[src/rtl/multicycle_ctrl.sv]
// Multicycle control FSM for the RV32IMF core.
// Sequences fetch, decode, ALU execute, data-memory access, mul/div and FPU waits and writeback,
// and drives the datapath selects and write enables for each phase.
// Ports:
//   clk, rst_n                 clock (rising edge), asynchronous active-low reset
//   opcode, funct7, br_taken   instruction fields from the IR and the branch compare result
//   imem_req/imem_ack, ir_we   instruction fetch handshake and IR load strobe
//   dmem_req/dmem_we/dmem_ack  data access handshake (dmem_we = 1 for stores)
//   md_start/md_done           mul/div unit start pulse and completion
//   fp_start/fp_done           FPU start pulse and completion
//   alu_b_imm, alu_a_pc        ALU operand selects
//   wb_sel, rf_we, frf_we      writeback source and register-file write enables
//   pc_we, pc_sel              PC update strobe and next-PC source
//   halted, err_code           stop indication and reason (1 illegal, 2 timeout, 3 ECALL/EBREAK)
module multicycle_ctrl #(
  parameter int unsigned TIMEOUT = 255,
  parameter int unsigned TW      = 8
) (
  input  logic       clk,
  input  logic       rst_n,
  input  logic [6:0] opcode,
  input  logic [6:0] funct7,
  input  logic       br_taken,
  output logic       imem_req,
  input  logic       imem_ack,
  output logic       ir_we,
  output logic       dmem_req,
  output logic       dmem_we,
  input  logic       dmem_ack,
  output logic       md_start,
  input  logic       md_done,
  output logic       fp_start,
  input  logic       fp_done,
  output logic       alu_b_imm,
  output logic       alu_a_pc,
  output logic [1:0] wb_sel,
  output logic       rf_we,
  output logic       frf_we,
  output logic       pc_we,
  output logic [1:0] pc_sel,
  output logic       halted,
  output logic [1:0] err_code
);

  localparam logic [6:0] OpLui    = 7'b0110111;
  localparam logic [6:0] OpAuipc  = 7'b0010111;
  localparam logic [6:0] OpJal    = 7'b1101111;
  localparam logic [6:0] OpJalr   = 7'b1100111;
  localparam logic [6:0] OpBranch = 7'b1100011;
  localparam logic [6:0] OpLoad   = 7'b0000011;
  localparam logic [6:0] OpStore  = 7'b0100011;
  localparam logic [6:0] OpFlw    = 7'b0000111;
  localparam logic [6:0] OpFsw    = 7'b0100111;
  localparam logic [6:0] OpImm    = 7'b0010011;
  localparam logic [6:0] OpOp     = 7'b0110011;
  localparam logic [6:0] OpSystem = 7'b1110011;
  localparam logic [6:0] OpFp     = 7'b1010011;
  localparam logic [6:0] OpFmadd  = 7'b1000011;
  localparam logic [6:0] OpFmsub  = 7'b1000111;
  localparam logic [6:0] OpFnmsub = 7'b1001011;
  localparam logic [6:0] OpFnmadd = 7'b1001111;

  localparam logic [6:0] F7MulDiv = 7'b0000001;

  localparam logic [1:0] ErrNone    = 2'd0;
  localparam logic [1:0] ErrIllegal = 2'd1;
  localparam logic [1:0] ErrTimeout = 2'd2;
  localparam logic [1:0] ErrSystem  = 2'd3;

  localparam logic [1:0] WbAlu  = 2'd0;
  localparam logic [1:0] WbMem  = 2'd1;
  localparam logic [1:0] WbPc4  = 2'd2;
  localparam logic [1:0] WbUnit = 2'd3;

  localparam logic [1:0] PcPlus4 = 2'd0;
  localparam logic [1:0] PcImm   = 2'd1;
  localparam logic [1:0] PcReg   = 2'd2;

  localparam logic [TW-1:0] TimeoutCnt = TW'(TIMEOUT);

  typedef enum logic [3:0] {
    StIdle,
    StFetch,
    StDecode,
    StExec,
    StMem,
    StMdWait,
    StFpWait,
    StWb,
    StHalt
  } state_e;

  state_e        state_q, state_d;
  logic [6:0]    opc_q, opc_d;
  logic [6:0]    f7_q, f7_d;
  logic [1:0]    err_q, err_d;
  logic [TW-1:0] cnt_q, cnt_d;
  logic          hs_done;
  logic          is_wait;

  function automatic logic is_fp_op(input logic [6:0] op);
    return op inside {OpFp, OpFmadd, OpFmsub, OpFnmsub, OpFnmadd};
  endfunction

  function automatic logic is_exec_op(input logic [6:0] op);
    return op inside {OpLui, OpAuipc, OpJal, OpJalr, OpBranch, OpLoad, OpStore, OpFlw, OpFsw,
                      OpImm, OpOp};
  endfunction

  function automatic logic is_store_op(input logic [6:0] op);
    return op inside {OpStore, OpFsw};
  endfunction

  always_ff @(posedge clk or negedge rst_n) begin
    if (!rst_n) begin
      state_q <= StIdle;
      opc_q   <= '0;
      f7_q    <= '0;
      err_q   <= ErrNone;
      cnt_q   <= '0;
    end else begin
      state_q <= state_d;
      opc_q   <= opc_d;
      f7_q    <= f7_d;
      err_q   <= err_d;
      cnt_q   <= cnt_d;
    end
  end

  assign is_wait  = state_q inside {StFetch, StMem, StMdWait, StFpWait};
  assign err_code = err_q;

  always_comb begin
    state_d   = state_q;
    opc_d     = opc_q;
    f7_d      = f7_q;
    err_d     = err_q;
    cnt_d     = cnt_q;
    hs_done   = 1'b0;
    imem_req  = 1'b0;
    ir_we     = 1'b0;
    dmem_req  = 1'b0;
    dmem_we   = 1'b0;
    md_start  = 1'b0;
    fp_start  = 1'b0;
    alu_b_imm = 1'b0;
    alu_a_pc  = 1'b0;
    wb_sel    = WbAlu;
    rf_we     = 1'b0;
    frf_we    = 1'b0;
    pc_we     = 1'b0;
    pc_sel    = PcPlus4;
    halted    = 1'b0;

    unique case (state_q)
      StIdle: state_d = StFetch;

      StFetch: begin
        imem_req = 1'b1;
        hs_done  = imem_ack;
        if (imem_ack) begin
          ir_we   = 1'b1;
          state_d = StDecode;
        end
      end

      StDecode: begin
        // IR is stable from here on; keep a private copy so later phases do not depend on it.
        opc_d = opcode;
        f7_d  = funct7;
        if (opcode == OpOp && funct7 == F7MulDiv) begin
          md_start = 1'b1;
          state_d  = StMdWait;
        end else if (is_fp_op(opcode)) begin
          fp_start = 1'b1;
          state_d  = StFpWait;
        end else if (opcode == OpSystem) begin
          err_d   = ErrSystem;
          state_d = StHalt;
        end else if (is_exec_op(opcode)) begin
          state_d = StExec;
        end else begin
          err_d   = ErrIllegal;
          state_d = StHalt;
        end
      end

      StExec: begin
        alu_b_imm = !(opc_q inside {OpOp, OpBranch});
        alu_a_pc  = (opc_q == OpAuipc);
        if (opc_q == OpBranch) begin
          pc_we   = 1'b1;
          pc_sel  = br_taken ? PcImm : PcPlus4;
          state_d = StFetch;
        end else if (opc_q inside {OpLoad, OpStore, OpFlw, OpFsw}) begin
          state_d = StMem;
        end else begin
          state_d = StWb;
        end
      end

      StMem: begin
        dmem_req = 1'b1;
        dmem_we  = is_store_op(opc_q);
        hs_done  = dmem_ack;
        if (dmem_ack) begin
          if (is_store_op(opc_q)) begin
            // Stores have nothing to write back, so they retire here.
            pc_we   = 1'b1;
            pc_sel  = PcPlus4;
            state_d = StFetch;
          end else begin
            state_d = StWb;
          end
        end
      end

      StMdWait: begin
        hs_done = md_done;
        if (md_done) state_d = StWb;
      end

      StFpWait: begin
        hs_done = fp_done;
        if (fp_done) state_d = StWb;
      end

      StWb: begin
        pc_we = 1'b1;
        if (opc_q == OpJal) begin
          pc_sel = PcImm;
          wb_sel = WbPc4;
          rf_we  = 1'b1;
        end else if (opc_q == OpJalr) begin
          pc_sel = PcReg;
          wb_sel = WbPc4;
          rf_we  = 1'b1;
        end else if (opc_q == OpLoad) begin
          wb_sel = WbMem;
          rf_we  = 1'b1;
        end else if (opc_q == OpFlw) begin
          wb_sel = WbMem;
          frf_we = 1'b1;
        end else if (is_fp_op(opc_q)) begin
          wb_sel = WbUnit;
          // Compares, FCVT.W[U].S and FMV.X.W/FCLASS produce integer results.
          if (f7_q[6:2] inside {5'b10100, 5'b11000, 5'b11100}) rf_we = 1'b1;
          else                                               frf_we = 1'b1;
        end else if (opc_q == OpOp && f7_q == F7MulDiv) begin
          wb_sel = WbUnit;
          rf_we  = 1'b1;
        end else begin
          wb_sel = WbAlu;
          rf_we  = 1'b1;
        end
        state_d = StFetch;
      end

      StHalt: halted = 1'b1;

      default: state_d = StIdle;
    endcase

    // Shared wait-state timeout: the request stays up through the final counted cycle.
    if (is_wait && !hs_done) begin
      if (cnt_q == TimeoutCnt) begin
        err_d   = ErrTimeout;
        state_d = StHalt;
      end else begin
        cnt_d = cnt_q + TW'(1);
      end
    end

    if (state_d != state_q && state_d inside {StFetch, StMem, StMdWait, StFpWait}) begin
      cnt_d = '0;
    end
  end

endmodule
[config.mk]
export PLATFORM = sky130hd
export DESIGN_NAME = multicycle_ctrl
export DESIGN_NICKNAME = d
export VERILOG_FILES = /design/src/rtl/multicycle_ctrl.sv
export SDC_FILE = /design/constraint.sdc
export NUM_CORES = 1
export LEC_CHECK = 0
export ABC_AREA = 0
export BUFFER_PORTS_ARGS = -buffer_cell sky130_fd_sc_hd__buf_2
export CAP_MARGIN = 5
export CORE_MARGIN = 2
export CORE_UTILIZATION = 55
export CTS_BUF_LIST = sky130_fd_sc_hd__clkbuf_4 sky130_fd_sc_hd__clkbuf_8
export CTS_CLUSTER_DIAMETER = 200
export DETAILED_ROUTE_END_ITERATION = 6
export HOLD_SLACK_MARGIN = 0.12
export PLACE_DENSITY_LB_ADDON = 0.05
export SYNTH_ARGS = -nofsm -noshare
export SYNTH_HDL_FRONTEND = slang
export SYNTH_SLANG_ARGS = --single-unit
[constraint.sdc]
create_clock -name clk -period 3.2 [get_ports clk]
set_input_delay 0.48 -clock clk [delete_from_list [all_inputs] [get_ports clk]]
set_output_delay 0.48 -clock clk [all_outputs]
set_load 0.03 [all_outputs]
==> impl_metrics.csv, run 1 <==
group,metric,value,unit
floorplanning,ios,39,
place,place_ws,452,ps
synthesis,synth_area_leaders,"dfrtp_1 (36%), nand2_1 (10%), nor2_1 (3.5%)",
sta,worst_slack,230,ps
cts,clock_latency,330,ps
synthesis,ys_ff_latch,28,
worst_setup_path,endpoint_kind,"output pin",
cts,cts_tree,"built",
synthesis,synth-main-ff-cell,"dfrtp_1",
power_and_ir_drop,pwr-share-comb,0.560,
cells_and_area,n_antenna_cell,0,
cts,clock-sinks,28,
cts,holdBufCountCts,0,
synthesis,syn_area_per_cell,8.35,um^2
power_and_ir_drop,p_sw_frac,0.465,
sta,setup_tns,0,ps
synthesis,yosysSeqAreaShare,0.362,
route,route.detailed.drc,0,
worst_setup_path,critical_path_class,"reg -> out",
synthesis,syn_area,1940,um^2
power_and_ir_drop,p_total,1920,uW
power_and_ir_drop,cellPowerDensity,857,nW/um^2
power_and_ir_drop,ir_drop,0.447,mV
worst_setup_path,path_cells,"or2_0 -> or3_1 -> or4b_1 -> o31a_1 -> a211oi_1 -> buf_2",
sta,clock.fmax,337,MHz
global_routing,grt_max_degree,29,
sta,post-route-period-util,0.928,
power_and_ir_drop,pwr-share-seq,0.319,
worst_setup_path,crit_fanout,2,
synthesis,syn_nets,254,
power_and_ir_drop,switchingPower,893,uW
power_and_ir_drop,internal_power,1030,uW
synthesis,syn_inst,232,
place,post_dp_cell_area,2190,um^2
cts,cts_buffers,3,
floorplanning,initial_core_util,0.576,
cells_and_area,final_layout_size_suffix_gt1_frac,0.216,
cts,clockBufferDepth,2,
worst_setup_path,cpPeakStageDelay,490,ps
sta,skew,3.82,ps
route,vias,1794,
route,wl,4540,um
route,drt_iter0_markers,132,
cts,path_clk_slew,150,ps
hold_path,hp-class,"in -> async",
cells_and_area,flow.area_growth_from_synthesis,15.7,%
global_routing,grt_overflow,0,
global_routing,grt_pass1_wl,7870,um
place,routabilityCongestion,0.896,
sta,drv_slew,0,
synthesis,synth_top_area_share,0.362,
sta,rsz0062_at_grt,"no",
worst_setup_path,cp.arrival,2490,ps
floorplanning,die_x,63.3,um
cells_and_area,fin_nets,292,
route,first_pass_iters,4,
synthesis,synth_top_area_cell,"dfrtp_1",
floorplanning,rows,21,
power_and_ir_drop,power_leakage,0.00105,uW
floorplanning,die_h,63.3,um
global_routing,grt_pass1_vias,1691,
cts,postCtsResizedCells,0,
route,avgViaCountPerCell,5.70,
cts,postCtsSetupBuffers,0,
worst_setup_path,cpMaxStageDelayCell,"or4b_1",
sta,hold_viol,0,
run,cap_viol_max_count,0,
global_routing,antenna_found_initial,0,
sta,maxSlewHeadroom,0.596,
sta,setup_viol,0,
floorplanning,dieArea,4010,um^2
worst_setup_path,critPathTopFamily,"simple AND/OR/NAND/NOR gates",
route,routedWlPerCell,14.4,um
synthesis,synthArstFlopShare,1.00,
route,ant_nets,0,
synthesis,synth_edf_count,0,
global_routing,track_usage,0.243,
cts,htreeDepth,1,
cts,cts_root_buf,"clkbuf_4",
place,dp.final_hpwl,3460,um
floorplanning,core,3360,um^2
status,outcome,"completed",
worst_setup_path,cp-start-kind,"register",
cells_and_area,fin_area,2240,um^2
synthesis,yosysWarnings,0,
power_and_ir_drop,power_frac_clock,0.121,
sta,tightest_slew,605,ps
worst_setup_path,worst-path-buf-inv,1,
place,io_buffers,38,
sta,fin_crit,2970,ps
synthesis,ys_types,60,
worst_setup_path,worstPathRequired,2720,ps
per-stage QoR:
step	hold slack [ps]	utilization	instances
floorplan	184	-	232
global placement	453	0.651	311
detailed placement	459	0.651	311
CTS	151	0.666	315
global route	169	0.666	315
finish	130	0.666	315
final timing paths:
| path | startpoint | to | slack (ps) | cells after the start |
|---|---|---|---|---|
| max in group asynchronous | rst_n | cnt_q[3]$_DFFE_PN0P_ | 2680 | 1 |
| setup / recovery | f7_q[5]$_DFFE_PN0P_ | wb_sel[0] | 230 | 6 |
| hold / removal | rst_n | f7_q[0]$_DFFE_PN0P_ | 130 | 1 |
| setup reg to reg | state_q[0]$_DFF_PN0_ | cnt_q[4]$_DFFE_PN0P_ | 650 | 7 |
| min in group clk | funct7[2] | f7_q[2]$_DFFE_PN0P_ | 340 | 3 |
| hold reg to reg | f7_q[5]$_DFFE_PN0P_ | f7_q[5]$_DFFE_PN0P_ | 490 | 2 |
registers in the layout (all words and copies together), names as in the netlist:
register / count
err_code: 2
state_q: 4
cnt_q: 8
opc_q: 7
f7_q: 7
worst reg2reg max path: stages (launching register included):
cell	delay (ps)
dfrtp_1	460
or4b_1	680
a2111o_1	430
o211a_2	180
nand3_1	170
nand3_1	140
a31oi_4	300
nor2_1	90
cell families after synthesis:
| group | count (synthesis) | synth area share |
|---|---|---|
| XOR/XNOR | 9 | 0.0407 |
| flip-flops | 28 | 0.362 |
| adder cells (fa/ha/maj) | 1 | 0.00646 |
| AND/OR/NAND/NOR | 135 | 0.377 |
| multiplexers | 4 | 0.0220 |
| buffers and inverters | 16 | 0.0329 |
| AO/OA/AOI/OAI | 39 | 0.159 |
Yosys cell counts, drive strengths merged, types with 2 or more instances:
cell type / instances
nand4bb: 2
buf: 5
xnor2: 2
nand3: 6
or3b: 2
nor2b: 3
mux2i: 2
and3: 4
nand2b: 6
a211oi: 3
inv: 4
nor4b: 4
a31oi: 2
clkbuf: 7
nor3: 8
a21boi: 3
a21oi: 6
xor2: 7
mux2: 2
or2: 2
nor4: 3
o21ai: 4
and2: 6
a211o: 2
dfrtp: 28
nor2: 18
nand3b: 3
or4b: 3
nand2: 52
o21bai: 4
nand4: 7
cell usage in the layout, fill, tap and decap left out, types with 4 or more instances in the layout:
cell type  count
a21oi_1        6
and2_1         6
and3_1         4
buf_2         38
buf_4          7
dfrtp_1       28
inv_1          4
nand2_1       52
nand2b_1       6
nand3_1        6
nand4_1        7
nor2_1        18
nor3_1         7
o21bai_1       4
xor2_1         7
layer usage:
metal  share of wire  track usage
met5               0            0
met2            0.45        0.387
met1            0.49        0.357
met4           0.014       0.0707
met3           0.049       0.0179
power groups by stage:
stage | Clock (uW) | Combinational [uW] | Sequential (uW)
2_1_floorplan | 0 | 884 | 553
3_3_place_gp | 0 | 1050 | 617
3_5_place_dp | 0 | 1070 | 621
4_1_cts | 236 | 1080 | 612
5_1_grt | 253 | 1200 | 635
6_report | 232 | 1080 | 614
area by class of cell:
class	instances	area [um^2]
Multi-Input combinational cell	188	1170
Fill cell	308	1120
Sequential cell	28	701
Timing Repair Buffer	45	243
Tap cell	46	57.6
Clock inverter	1	30.0
Clock buffer	3	22.5
Inverter	4	15.0
Power figures use the tool's default switching activity.
==> run 2: changes to the inputs <==
Settings changed: GPL_ROUTABILITY_DRIVEN from default to 0, GPL_TIMING_DRIVEN from default to 0.
==> run 2 against run 1 <==
  * Clock-buffer cell count unchanged
  * Sequential share of layout area up 0.48 points
  * Die area unchanged
  * Register-to-register slack about the same
  * Combinational power up 4%
  * Hold slack better by 2.2 ps
  * Global-route usage up 0.38 points
  * Worst setup slack worse by 5.8 ps
  * Critical endpoint unchanged
  * Highest routed layer unchanged
==> impl_metrics.csv, run 2 (synthesis gave the netlist of run 1 again) <==
group,metric,value,unit
route,vias,1810,
global_routing,grt_max_degree,29,
global_routing,grt_pass1_wl,7960,um
floorplanning,rows,21,
sta,setup_viol,0,
cells_and_area,fin_nets,297,
route,routedWlPerCell,14.3,um
cells_and_area,mostFrequentLayoutCells,"nand2_1 (52), buf_2 (41), dfrtp_1 (28)",
worst_setup_path,cp-start-kind,"register",
cts,cts_buffers,3,
cts,cts_tree,"built",
cells_and_area,flow.area_growth_from_synthesis,14.0,%
cts,holdBufCountCts,0,
floorplanning,die_x,63.3,um
sta,hold_viol,0,
place,dp.final_hpwl,3470,um
worst_setup_path,cp.arrival,2500,ps
run,cap_viol_max_count,0,
floorplanning,dieArea,4010,um^2
worst_setup_path,cp.depth,6,
route,drt_iter0_markers,191,
worst_setup_path,r2r_start,"state_q[2]$_DFF_PN0_",
cts,path_clk_slew,150,ps
place,place_inst,316,
sta,drv_slew,0,
worst_setup_path,r2r.worst_path.cells,8,
place,io_buffers,38,
floorplanning,ios,39,
hold_path,hp-class,"in -> async",
floorplanning,die_h,63.3,um
sta,post-route-period-util,0.930,
route,first_pass_iters,4,
cts,postCtsResizedCells,0,
cts,clock_latency,330,ps
cells_and_area,n_antenna_cell,0,
cells_and_area,final_layout_size_suffix_gt1_frac,0.194,
power_and_ir_drop,ir_drop,0.459,mV
cts,clockBufferDepth,2,
worst_setup_path,r2r-end,"cnt_q[6]$_DFFE_PN0P_",
sta,rsz0062_at_grt,"no",
worst_setup_path,path_cells,"or2_0 -> or3_1 -> or4b_1 -> o31a_1 -> a211oi_1 -> buf_2",
sta,fin_crit,2980,ps
global_routing,antenna_found_initial,0,
route,avgViaCountPerCell,5.67,
floorplanning,core,3360,um^2
route,route.detailed.drc,0,
worst_setup_path,critPathTopFamily,"simple AND/OR/NAND/NOR gates",
cts,htreeDepth,1,
worst_setup_path,cpPeakStageDelay,490,ps
cts,cts_root_buf,"clkbuf_4",
sta,clock.fmax,336,MHz
worst_setup_path,reg2reg_slack,660,ps
sta,maxSlewHeadroom,0.593,
worst_setup_path,endpoint_kind,"output pin",
worst_setup_path,critical_path_class,"reg -> out",
worst_setup_path,worstPathRequired,2720,ps
global_routing,grt_overflow,0,
sta,tightest_slew,610,ps
cells_and_area,fin_cells,319,
global_routing,track_usage,0.247,
status,outcome,"completed",
power_and_ir_drop,power_leakage,0.00103,uW
cells_and_area,biggestRegsByFlops,"cnt_q: 8 flops, f7_q: 7 flops, opc_q: 7 flops",
cts,postCtsSetupBuffers,0,
worst_setup_path,crit_fanout,2,
cts,clock-sinks,28,
route,wl,4550,um
sta,skew,9.58,ps
power_and_ir_drop,cellPowerDensity,834,nW/um^2
cells_and_area,mostFrequentLayoutCell,"nand2_1",
route,ant_nets,0,
floorplanning,initial_core_util,0.576,
sta,setup_tns,0,ps
global_routing,grt_pass1_vias,1749,
cells_and_area,regMostFlops,"cnt_q",
worst_setup_path,worst-path-buf-inv,1,
worst_setup_path,cpMaxStageDelayCell,"or4b_1",
cells_and_area,largest_reg_flops,8,
==> run 2: changes by cell type in the layout (fill, tap and decap cells not counted) <==
cell | before | now
bufinv_16 | 1 | 0
buf_4 | 7 | 0
buf_2 | 38 | 41
buf_1 | 0 | 2
clkbuf_1 | 0 | 7
==> run 2: worst reg2reg max path, stage by stage, from the launching register on <==
cell      delay (ps)
dfrtp_1          450
or4b_1           530
buf_2            180
a2111o_1         370
o211a_2          170
nand3_1          170
nand3_1          150
a31oi_4          310
nor2_1            90
==> run 2: layout make-up <==
| class | instances | area (um^2) |
|---|---|---|
| Inverter | 4 | 15.0 |
| Clock buffer | 3 | 22.5 |
| Sequential cell | 28 | 701 |
| Tap cell | 46 | 57.6 |
| Buffer | 12 | 48.8 |
| Fill cell | 318 | 1160 |
| Timing Repair Buffer | 38 | 190 |
| Multi-Input combinational cell | 188 | 1170 |
==> run 2: how the worst max path moves through the flow <==
stage	end	startpoint	slack [ps]
6_report	wb_sel[0]	f7_q[5]$_DFFE_PN0P_	220
5_1_grt	wb_sel[0]	f7_q[5]$_DFFE_PN0P_	80
4_1_cts	wb_sel[0]	f7_q[5]$_DFFE_PN0P_	220
3_5_place_dp	cnt_q[2]$_DFFE_PN0P_	funct7[3]	470
3_3_place_gp	cnt_q[4]$_DFFE_PN0P_	funct7[3]	470
2_1_floorplan	pc_we	state_q[0]$_DFF_PN0_	70
==> run 2: per-stage QoR <==
stage | total power (uW) | worst slack [ps] | hold WS (ps) | util | cell area (um^2)
detailed placement | 1690 | 469 | 464 | 0.650 | 2180
CTS | 1830 | 223 | 156 | 0.656 | 2210
finish | 1840 | 225 | 132 | 0.656 | 2210
global placement | 1670 | 473 | 454 | 0.650 | 2180
global route | 1990 | 83.9 | 175 | 0.656 | 2210
floorplan | 1440 | 67.3 | 184 | - | 1940
==> run 2: report_power, final <==
| group | switching [uW] | leakage (uW) | internal [uW] |
|---|---|---|---|
| clock network | 102 | 0.0000138 | 44.3 |
| logic | 705 | 0.000659 | 418 |
| registers | 93.8 | 0.000354 | 476 |
| total | 901 | 0.00103 | 938 |
==> run 2: routing by layer <==
layer  part of all wire  vias to the layer above  global-route usage
li1                   -                      911                   -
met5                  0                        -                   0
met4              0.017                        0              0.0788
met2               0.47                       48               0.400
met1               0.47                      842               0.350
met3              0.042                        9              0.0232
